File: src/rtl/l2_sio_resp_tracker.sv
// L2-bank -> SIO outbound response tracker: per-bank burst FSMs, parity/UE
// flagging, round-robin record arbiter, FWFT record FIFO and saturating stats.
//
// Optional feature macro: L2SIO_PARITY_CHK_EN (defined = per-lane parity check;
// undefined = parity input ignored and par_err always 0).
//
// Ports:
//   iol2clk, iol2_rst           clock, synchronous active-high reset
//   ctag_vld[NBANKS]            per-bank header strobe
//   data[NBANKS*DW]             per-bank data, bank N at [N*DW +: DW]
//   parity[NBANKS*DW/16]        per-bank parity, one bit per 16-bit lane
//   ue_err[NBANKS]              per-bank uncorrectable-error strobe
//   rec_vld/rec_rdy             record stream handshake
//   rec_bank/rec_ctag/rec_flags record fields, flags = {proto_err, par_err, ue}
//   resp_cnt/err_cnt/drop_cnt   saturating statistics
module l2_sio_resp_tracker #(
    parameter int NBANKS     = 8,
    parameter int DW         = 32,
    parameter int BEATS      = 16,
    parameter int FIFO_DEPTH = 8,
    parameter int CNT_W      = 16
) (
    input  logic                                       iol2clk,
    input  logic                                       iol2_rst,
    input  logic [NBANKS-1:0]                          ctag_vld,
    input  logic [NBANKS*DW-1:0]                       data,
    input  logic [NBANKS*DW/16-1:0]                    parity,
    input  logic [NBANKS-1:0]                          ue_err,
    output logic                                       rec_vld,
    input  logic                                       rec_rdy,
    output logic [(NBANKS > 1 ? $clog2(NBANKS) : 1)-1:0] rec_bank,
    output logic [15:0]                                rec_ctag,
    output logic [2:0]                                 rec_flags,
    output logic [CNT_W-1:0]                           resp_cnt,
    output logic [CNT_W-1:0]                           err_cnt,
    output logic [CNT_W-1:0]                           drop_cnt
);

    localparam int BW    = (NBANKS > 1) ? $clog2(NBANKS) : 1;
    localparam int LANES = DW / 16;
    localparam int BCW   = (BEATS > 1) ? $clog2(BEATS) : 1;
    localparam int AW    = $clog2(FIFO_DEPTH);
    localparam int RW    = BW + 16 + 3;
    localparam int DCW   = $clog2(NBANKS + 1);

    typedef enum logic {
        S_IDLE,
        S_DATA
    } state_t;

    // ---------------- per-bank burst tracking ----------------
    state_t            state_q [NBANKS];
    state_t            state_d [NBANKS];
    logic [BCW-1:0]    beat_q  [NBANKS];
    logic [BCW-1:0]    beat_d  [NBANKS];
    logic [15:0]       ctag_q  [NBANKS];
    logic [15:0]       ctag_d  [NBANKS];
    logic [NBANKS-1:0] ue_q, ue_d;
    logic [NBANKS-1:0] par_q, par_d;
    logic [NBANKS-1:0] cmpl;
    logic [2:0]        cmpl_flags [NBANKS];
    logic [NBANKS-1:0] lane_err;

`ifdef L2SIO_PARITY_CHK_EN
    always_comb begin
        lane_err = '0;
        for (int b = 0; b < NBANKS; b++) begin
            for (int k = 0; k < LANES; k++) begin
                if (parity[b*LANES+k] != ^data[b*DW+16*k +: 16]) begin
                    lane_err[b] = 1'b1;
                end
            end
        end
    end
`else
    logic unused_parity;
    assign lane_err      = '0;
    assign unused_parity = ^{parity, data};
`endif

    always_comb begin
        for (int b = 0; b < NBANKS; b++) begin
            state_d[b]    = state_q[b];
            beat_d[b]     = beat_q[b];
            ctag_d[b]     = ctag_q[b];
            ue_d[b]       = ue_q[b];
            par_d[b]      = par_q[b];
            cmpl[b]       = 1'b0;
            cmpl_flags[b] = 3'b000;
            unique case (state_q[b])
                S_IDLE: ;
                S_DATA: begin
                    if (ctag_vld[b]) begin
                        // Header inside a burst: close the old one as aborted;
                        // this beat's errors belong to the new header.
                        cmpl[b]       = 1'b1;
                        cmpl_flags[b] = {1'b1, par_q[b], ue_q[b]};
                    end else if (beat_q[b] == BCW'(BEATS - 1)) begin
                        cmpl[b]       = 1'b1;
                        cmpl_flags[b] = {1'b0, par_q[b] | lane_err[b],
                                         ue_q[b] | ue_err[b]};
                        state_d[b]    = S_IDLE;
                    end else begin
                        beat_d[b] = beat_q[b] + 1'b1;
                        ue_d[b]   = ue_q[b] | ue_err[b];
                        par_d[b]  = par_q[b] | lane_err[b];
                    end
                end
            endcase
            if (ctag_vld[b]) begin
                state_d[b] = S_DATA;
                beat_d[b]  = '0;
                ctag_d[b]  = data[b*DW +: 16];
                ue_d[b]    = ue_err[b];
                par_d[b]   = lane_err[b];
            end
        end
    end

    // ---------------- pending slots and arbiter ----------------
    logic [NBANKS-1:0] pend_vld;
    logic [15:0]       pend_ctag  [NBANKS];
    logic [2:0]        pend_flags [NBANKS];
    logic [BW-1:0]     rr_ptr;
    logic [BW-1:0]     gnt_idx;
    logic [BW-1:0]     cand;
    logic              gnt_any;
    logic [NBANKS-1:0] grant;
    logic [NBANKS-1:0] pend_set;
    logic [NBANKS-1:0] drop;
    logic [DCW-1:0]    drop_n;
    logic              push, pop, full, empty;

    always_comb begin
        gnt_any = 1'b0;
        gnt_idx = '0;
        cand    = '0;
        for (int i = 0; i < NBANKS; i++) begin
            cand = BW'((int'(rr_ptr) + i) % NBANKS);
            if (!gnt_any && pend_vld[cand] && (!full || pop)) begin
                gnt_any = 1'b1;
                gnt_idx = cand;
            end
        end
    end

    assign grant = gnt_any ? (NBANKS'(1) << gnt_idx) : '0;
    assign push  = gnt_any;

    // A slot draining this cycle can take a new completion at the same edge.
    always_comb begin
        drop_n = '0;
        for (int b = 0; b < NBANKS; b++) begin
            pend_set[b] = cmpl[b] && (!pend_vld[b] || grant[b]);
            drop[b]     = cmpl[b] && pend_vld[b] && !grant[b];
            drop_n      = drop_n + DCW'(drop[b]);
        end
    end

    always_ff @(posedge iol2clk) begin
        if (iol2_rst) begin
            ue_q     <= '0;
            par_q    <= '0;
            pend_vld <= '0;
            for (int b = 0; b < NBANKS; b++) begin
                state_q[b]    <= S_IDLE;
                beat_q[b]     <= '0;
                ctag_q[b]     <= '0;
                pend_ctag[b]  <= '0;
                pend_flags[b] <= '0;
            end
        end else begin
            ue_q  <= ue_d;
            par_q <= par_d;
            for (int b = 0; b < NBANKS; b++) begin
                state_q[b] <= state_d[b];
                beat_q[b]  <= beat_d[b];
                ctag_q[b]  <= ctag_d[b];
                if (pend_set[b]) begin
                    pend_vld[b]   <= 1'b1;
                    pend_ctag[b]  <= ctag_q[b];
                    pend_flags[b] <= cmpl_flags[b];
                end else if (grant[b]) begin
                    pend_vld[b] <= 1'b0;
                end
            end
        end
    end

    // ---------------- record FIFO (first-word-fall-through) ----------------
    logic [RW-1:0]    mem [FIFO_DEPTH];
    logic [AW:0]      wr_ptr, rd_ptr;
    logic [RW-1:0]    last_q;
    logic [RW-1:0]    head;
    logic [RW-1:0]    push_rec;
    logic [CNT_W:0]   drop_sum;
    logic [CNT_W-1:0] drop_nxt;

    assign empty    = (wr_ptr == rd_ptr);
    assign full     = (wr_ptr[AW] != rd_ptr[AW]) &&
                      (wr_ptr[AW-1:0] == rd_ptr[AW-1:0]);
    assign pop      = rec_vld && rec_rdy;
    assign head     = mem[rd_ptr[AW-1:0]];
    assign push_rec = {gnt_idx, pend_ctag[gnt_idx], pend_flags[gnt_idx]};
    assign rec_vld  = !empty;
    // When empty the outputs show the last record handed out.
    assign {rec_bank, rec_ctag, rec_flags} = empty ? last_q : head;

    assign drop_sum = {1'b0, drop_cnt} + (CNT_W+1)'(drop_n);
    assign drop_nxt = drop_sum[CNT_W] ? '1 : drop_sum[CNT_W-1:0];

    always_ff @(posedge iol2clk) begin
        if (push) begin
            mem[wr_ptr[AW-1:0]] <= push_rec;
        end
    end

    always_ff @(posedge iol2clk) begin
        if (iol2_rst) begin
            wr_ptr   <= '0;
            rd_ptr   <= '0;
            last_q   <= '0;
            rr_ptr   <= '0;
            resp_cnt <= '0;
            err_cnt  <= '0;
            drop_cnt <= '0;
        end else begin
            if (push) begin
                wr_ptr   <= wr_ptr + 1'b1;
                rr_ptr   <= (gnt_idx == BW'(NBANKS - 1)) ? '0 : gnt_idx + 1'b1;
                resp_cnt <= (&resp_cnt) ? resp_cnt : resp_cnt + 1'b1;
                if (|push_rec[2:0]) begin
                    err_cnt <= (&err_cnt) ? err_cnt : err_cnt + 1'b1;
                end
            end
            if (pop) begin
                rd_ptr <= rd_ptr + 1'b1;
                last_q <= head;
            end
            drop_cnt <= drop_nxt;
        end
    end

endmodule

File: config.mk
export PLATFORM = sky130hd
export DESIGN_NAME = l2_sio_resp_tracker
export DESIGN_NICKNAME = d
export VERILOG_FILES = /design/src/rtl/l2_sio_resp_tracker.sv
export SDC_FILE = /design/constraint.sdc
export NUM_CORES = 1
export LEC_CHECK = 0
export BUFFER_PORTS_ARGS = -buffer_cell sky130_fd_sc_hd__buf_2
export CORE_MARGIN = 2
export CORE_UTILIZATION = 52
export CTS_BUF_LIST = sky130_fd_sc_hd__clkbuf_4 sky130_fd_sc_hd__clkbuf_8 sky130_fd_sc_hd__clkbuf_16
export CTS_CLUSTER_SIZE = 14
export DETAILED_ROUTE_END_ITERATION = 8
export GPL_TIMING_DRIVEN = 0
export HOLD_SLACK_MARGIN = 0.03
export PLACE_DENSITY = 0.86
export RECOVER_POWER = 50
export SLEW_MARGIN = 15
export SYNTH_ARGS = -nofsm -noshare
export SYNTH_HDL_FRONTEND = slang
export SYNTH_SLANG_ARGS = --single-unit
File: constraint.sdc
create_clock -name iol2clk -period 7.5 [get_ports iol2clk]
set_input_delay 0.375 -clock iol2clk [delete_from_list [all_inputs] [get_ports iol2clk]]
set_output_delay 0.375 -clock iol2clk [all_outputs]
set_load 0.01 [all_outputs]
== Yosys cells after proc, flatten, opt, wreduce, memory -nomap -nowiden ==
Memory sizes are Yosys's and may differ from the RTL's. A register that Yosys moved wholly into a read port is not among the register bits.
Index checks and enable logic that the tools add are counted.
Word-level totals
  flip-flop bits (word level): 97
  memory bits (writable): 496
  output and inout bits: 71
  logic and storage cells: 491
  memories kept: 6
Memory list
  mem: depth 8, width 22, rd ports 1, clocked after memory_dff 1, write ports 1, line 191  | logic [RW-1:0] mem [FIFO_DEPTH];
  ctag_q: depth 8, width 16, rd ports 8, clocked after memory_dff 0, write ports 8, line 56  | logic [15:0] ctag_q [NBANKS];
  pend_ctag: depth 8, width 16, rd ports 1, clocked after memory_dff 0, write ports 8, line 122  | logic [15:0] pend_ctag [NBANKS];
  beat_q: depth 8, width 4, rd ports 8, clocked after memory_dff 0, write ports 8, line 54  | logic [BCW-1:0] beat_q [NBANKS];
  pend_flags: depth 8, width 3, rd ports 1, clocked after memory_dff 0, write ports 8, line 123  | logic [2:0] pend_flags [NBANKS];
  state_q: depth 8, width 1, rd ports 8, clocked after memory_dff 0, write ports 8, line 52  | state_t state_q [NBANKS];
Cells by class
  add/subtract/negate cells: 28
  $lt $le $gt $ge: 8
  equality and inequality tests: 20
  shift operators: 1
  multiplexer cells: 251
  bitwise logic cells: 50
  reductions and logical operators: 104
Operator list (number)
  two-way mux 16 bit: 25
  two-way mux 1 bit: 149
  two-way mux 4 bit: 32
  two-way mux 3 bit: 35
  bitwise OR 1 bit: 48
  logical AND 1 bit: 41
  adder 4 x 1 -> 4 bit (second input constant): 10
  adder 16 x 1 -> 16 bit (second input constant): 2
  equality test 4 bit (second input constant): 8
  < comparator 3 x 4 -> 1 bit (second input constant): 8
  AND reduction 16 bit: 2
  nonzero test 2 bit: 16
  zero test 1 bit: 25
  binary-select mux 1 bit (select 3 bit): 8
  two-way mux 22 bit: 1
  AND reduction 2 bit: 9
  adder 16 x 4 -> 17 bit: 1
  adder 4 x 1 -> 4 bit: 4
  != test 2 bit (second input constant): 8
  adder 3 bit (second input constant): 4
  logical OR 1 bit: 9
  two-way mux 8 bit: 1
  left shift 1 x 3 -> 8 bit (first input constant): 1
  adder 3 x 1 -> 3 bit (second input constant): 2
  other kinds (11): 13

== Logic depth before layout (Yosys ltp) ==
  word-level depth: 47
  depth in mapped cells: 33

== Worst setup path before layout ==
Ideal clock, no wire load.
  path type: reg2reg
  from: reg rr_ptr[0]
  to: reg drop_cnt[10]
  data arrival time: 7.235 ns
  data required time: 7.367 ns
  path slack: 0.132 ns
  cell stages (with the launch flop): 32
  buffers on the path: 5
  period minus slack after synthesis: 7.368 ns
  cell sequence: dfxtp_1 -> buf_6 -> clkbuf_1 -> inv_2 -> ha_1 -> buf_2 -> mux4_2 -> mux2i_2 -> and2_1 -> nand3_1 -> o22a_1 -> a211oi_1 -> a21o_2 -> clkbuf_1 -> ha_1 -> nand2_1 -> o21ai_1 -> nor2_1 -> fa_1 -> inv_1 -> fa_1 -> inv_1 -> fa_1 -> fa_1 -> fa_1 -> a21o_1 -> a21oi_1 -> nor3b_1 -> nand2_1 -> or3_1 -> clkbuf_1 -> a21oi_1
Between the ends
  cells in the longest elaborated chain, start to end: 45
Ends and longest elaborated chain
  start, declared: line 124  | logic [BW-1:0] rr_ptr;
  start signal, assigned: line 230  | rr_ptr <= (gnt_idx == BW'(NBANKS - 1)) ? '0 : gnt_idx + 1'b1;
  parallel branches: the longest is 33 deep, another holds adder 3 x 1 -> 3 bit
  two-way mux 8 bit *: line 147  | assign grant = gnt_any ? (NBANKS'(1) << gnt_idx) : '0;
  zero test 1 bit: line 155  | drop[b] = cmpl[b] && pend_vld[b] && !grant[b];
  logical AND 1 bit: line 155
  adder 1 x 1 -> 2 bit: line 156  | drop_n = drop_n + DCW'(drop[b]);
  adder 2 x 1 -> 3 bit: line 156
  adder 3 x 1 -> 4 bit: line 156
  adder 4 x 1 -> 4 bit (3 in series): line 156
  adder 4 x 1 -> 4 bit *: line 156
  adder 16 x 4 -> 17 bit *: line 209  | assign drop_sum = {1'b0, drop_cnt} + (CNT_W+1)'(drop_n);
  two-way mux 16 bit *: line 210  | assign drop_nxt = drop_sum[CNT_W] ? '1 : drop_sum[CNT_W-1:0];
  end signal, assigned: line 240  | drop_cnt <= drop_nxt;
  end, declared: line 36  | output logic [CNT_W-1:0] drop_cnt
Every way passes the cells marked *. The select of a mux whose other input is x is not followed.
A chain may end at the register's enable or synchronous reset.

== Final worst setup path ==
Same ends and word-level chain as after synthesis.

==> flow_metrics.tcl <==
set metrics [dict create \
    status "completed" \
    hold_path.class "in2reg" \
    cts_made_buffers 56 \
    initial_utilization 0.5260 \
    cts.reportedPaths.clkPinSlew_ns 0.06 \
    core-area_um2 47650 \
    vdd_drop_max_v 0.0003744 \
    die_w_um 223.5 \
    crit_fanout 10 \
    synth.distinct_cells 76 \
    ys_ff_latch 579 \
    synth_xor_area_frac 0.01882 \
    ys_seq_area_frac 0.5871 \
    powerDensity_nw_per_um2 443.8 \
    clk_latency_ns 0.62 \
    yosysWarnings 0 \
    cts_sinks 579 \
    post-route-min-period_ns 7.285 \
    wl_met3_um 4829 \
    dp.cells 2865 \
    layout-drive-gt1-share 0.1644 \
    cp_slowest_cell "a31oi_2" \
    crit_start "rr_ptr[0]" \
    layout_setup_ws_ns 0.2155 \
    firstDrtPassIters 6 \
    ios 362 \
    synth_edf_count 312 \
    clock_path_buffers 3 \
    drt_iter0_markers 2087 \
    clock-skew-final_ns 0.01833 \
    overflow 0 \
    ant_nets 0 \
    endpoint_kind "flop" \
    die_y_um 223.5 \
    post_drt_via_cell_ratio 5.930 \
    cpMostUsedCell "buf_6" \
    synth_top_family_by_area "multiplexers" \
    cpPeakStageDelay_ns 0.70 \
    via_count 18307 \
    cts_root_buf "clkbuf_16" \
    drt_wl_total_um 70960 \
    period_share 0.9713 \
    slew_headroom 0.2969 \
    slew_violations 0 \
    r2r-start "rr_ptr[0]" \
    synth.area.mux_share 0.1712 \
    place.gp.congestion 0.9078 \
    grt_max_degree 31 \
    finalNonFillerCells 3087 \
    dp_hpwl_um 47900 \
    synth_area_um2 25060 \
    ys_async_sr_fraction 0 \
    nNetsFinal 2742 \
    cp.arrival_ns 7.74 \
    synth_compound_area_frac 0.05482 \
    syn_nets 2348 \
    yosysTopAreaCellShare 0.3738 \
    grt_pass1_wl_um 106600 \
    holdCritStartpoint "data[192]" \
    wl_per_cell_um 22.99 \
    syn2layout_area_growth_pct 20.33 \
    max-cap-violations 0 \
    portBuffers 208 \
    cp.required_ns 7.96 \
    wl_met2_um 35080 \
    p_leak_nw 11.68 \
    grt.total_usage 0.2800 \
    start_kind "flop" \
    setup_viol 0 \
    yosys.area_share.simple 0.1272 \
    fmax_ghz 0.1373 \
    die_area_um2 49970 \
    routed.top_layer "met5" \
    avgSynthCellArea_um2 12.35 \
    synth_top_area_cell "edfxtp_1" \
    fillers 3395 \
    wl_met1_um 27080 \
    crit_type "reg2reg" \
    tightest_slew_ns 1.046 \
    antenna_found_initial 3 \
    synthCells 2029 \
    synth_fa_ha_area_frac 0.01548 \
    final-hold-violation-count 0 \
    drc 0 \
    ys.flop_type "edfxtp_1" \
    grt_pass1_vias 18511 \
    cts_max_level 2 \
    cts_tree "yes" \
    synth.area.top_cells "edfxtp_1, dfxtp_1, mux2i_1, mux4_2, nor2_1" \
    pre_cts_ws_ns -1.482 \
    placementRows 80 \
]
==> cells by family (layout without fill, tap and decap cells) <==
group                    after synthesis  in the layout
AND/OR/NAND/NOR                      646            646
multiplexers                         360            360
XOR/XNOR                              53             53
other                                  1              3
adder cells (fa/ha/maj)               28             28
buffers and inverters                157            598
flip-flops                           579            579
AO/OA/AOI/OAI                        205            205
==> routing by layer <==
layer | vias to the layer above | global-route usage
met5 | - | 0
li1 | 8124 | -
met2 | 934 | 0.4839
met3 | 225 | 0.04250
met1 | 9022 | 0.3387
met4 | 2 | 0.1516
==> per-stage QoR <==
stage	hold slack, ns	util	TNS (ns)	instance area [um^2]	power, mW
finish	0.03529	0.6330	0	30160	13.38
global route	0.04969	0.6329	-0.1748	30160	13.84
CTS	0.03054	0.6330	0	30160	13.22
detailed placement	0.4503	0.5675	-21.11	27040	10.20
global placement	0.4461	0.5640	-20.37	26870	9.892
floorplan	0.4361	-	0	25060	8.253
==> placed cells by master, fill, tap and decap left out, types with 10 or more instances in the layout <==
master and count:
nor2b_1 51, nor3_1 42, mux2_1 15, a211oi_1 25
a21oi_1 80, nor4_1 14, clkbuf_16 57, o21ai_0 18
and2_1 102, dlygate4sd3_1 109, inv_1 32, edfxtp_1 312
nor2_1 265, nand2b_1 15, buf_2 153, buf_4 20
ha_1 23, nand2_1 66, xnor2_1 21, mux2i_1 272
clkbuf_1 157, a31oi_1 10, xor2_1 31, mux4_2 50
clkbuf_4 16, nand3_1 28, dfxtp_1 267, mux2_2 19
nand4_1 14
==> sequential cells by signal (all words and copies together), names as in the netlist, named ones only <==
| name | flops |
|---|---|
| beat_q | 32 |
| ctag_q | 128 |
| drop_cnt | 16 |
| err_cnt | 16 |
| last_q | 21 |
| mem | 168 |
| pend_ctag | 128 |
| pend_flags | 16 |
| pend_vld | 8 |
| rd_ptr | 4 |
| resp_cnt | 16 |
| rr_ptr | 3 |
| state_q | 8 |
| ue_q | 8 |
| wr_ptr | 4 |
==> where the power goes <==
group          internal (mW)  switching (mW)
clock network           1.67            1.23
registers               4.47           0.188
logic                   1.98            3.84
total                   8.12            5.26
==> what timing repair did <==
action	4_1_cts	5_1_grt
pin swaps	0	4
setup buffers	6	3
resized for setup	22	15
setup endpoints to repair	16	16
hold endpoints to repair	109	0
hold buffers	109	0
==> Yosys cell counts, types with 4 or more instances <==
cell type    n
a2111oi_0    5
a211oi_1    27
a21o_1       4
a21oi_1     81
a221o_1      4
a22o_1       4
a31oi_1     11
and2_1     104
and3_1       7
and4b_1      9
buf_1       16
buf_2       17
clkbuf_1    83
dfxtp_1    267
edfxtp_1   312
fa_1         5
ha_1        23
inv_1       32
inv_2        4
mux2_1      15
mux2_2      19
mux2i_1    273
mux4_2      50
nand2_1     66
nand2b_1    15
nand3_1     28
nand4_1     14
nor2_1     268
nor2b_1     51
nor3_1      44
nor3b_1      8
nor4_1      14
o21ai_0     19
o22ai_1      9
o32ai_1      4
or2_2        7
xnor2_1     21
xor2_1      31
==> worst max-delay path, delay by kind of cell (launching register included) <==
family	cells	cell delay [ns]
AOI/OAI and AO/OA	6	1.65
adders and majority gates	6	2.63
buffers and inverters	9	1.17
DFF	1	0.35
muxes	2	0.40
and+or+nand+nor	6	0.87
==> cell type report <==
cell class              instances  area [um^2]  area share
flip-flops and latches        579        14710      0.4879
multi-input cells            1293         9882      0.3277
repair buffers                339         2223     0.07373
clock buffers                  80         1649     0.05468
well taps                     615        769.5     0.02552
plain buffers                 117        510.5     0.01693
clock inverters                25        257.7    0.008547
inverters                      37        146.4    0.004854
diodes                          2        5.005   0.0001660
==> final timing paths <==
path	end	slack, ns	cells past startpoint
worst min register to register	ue_q[0]	0.46	2
worst max-delay path	drop_cnt[10]	0.22	29
worst max register to register	drop_cnt[10]	0.22	29
worst min-delay path	ctag_q[1][32]	0.04	3
Note: power is estimated with default switching activity, not from simulation.
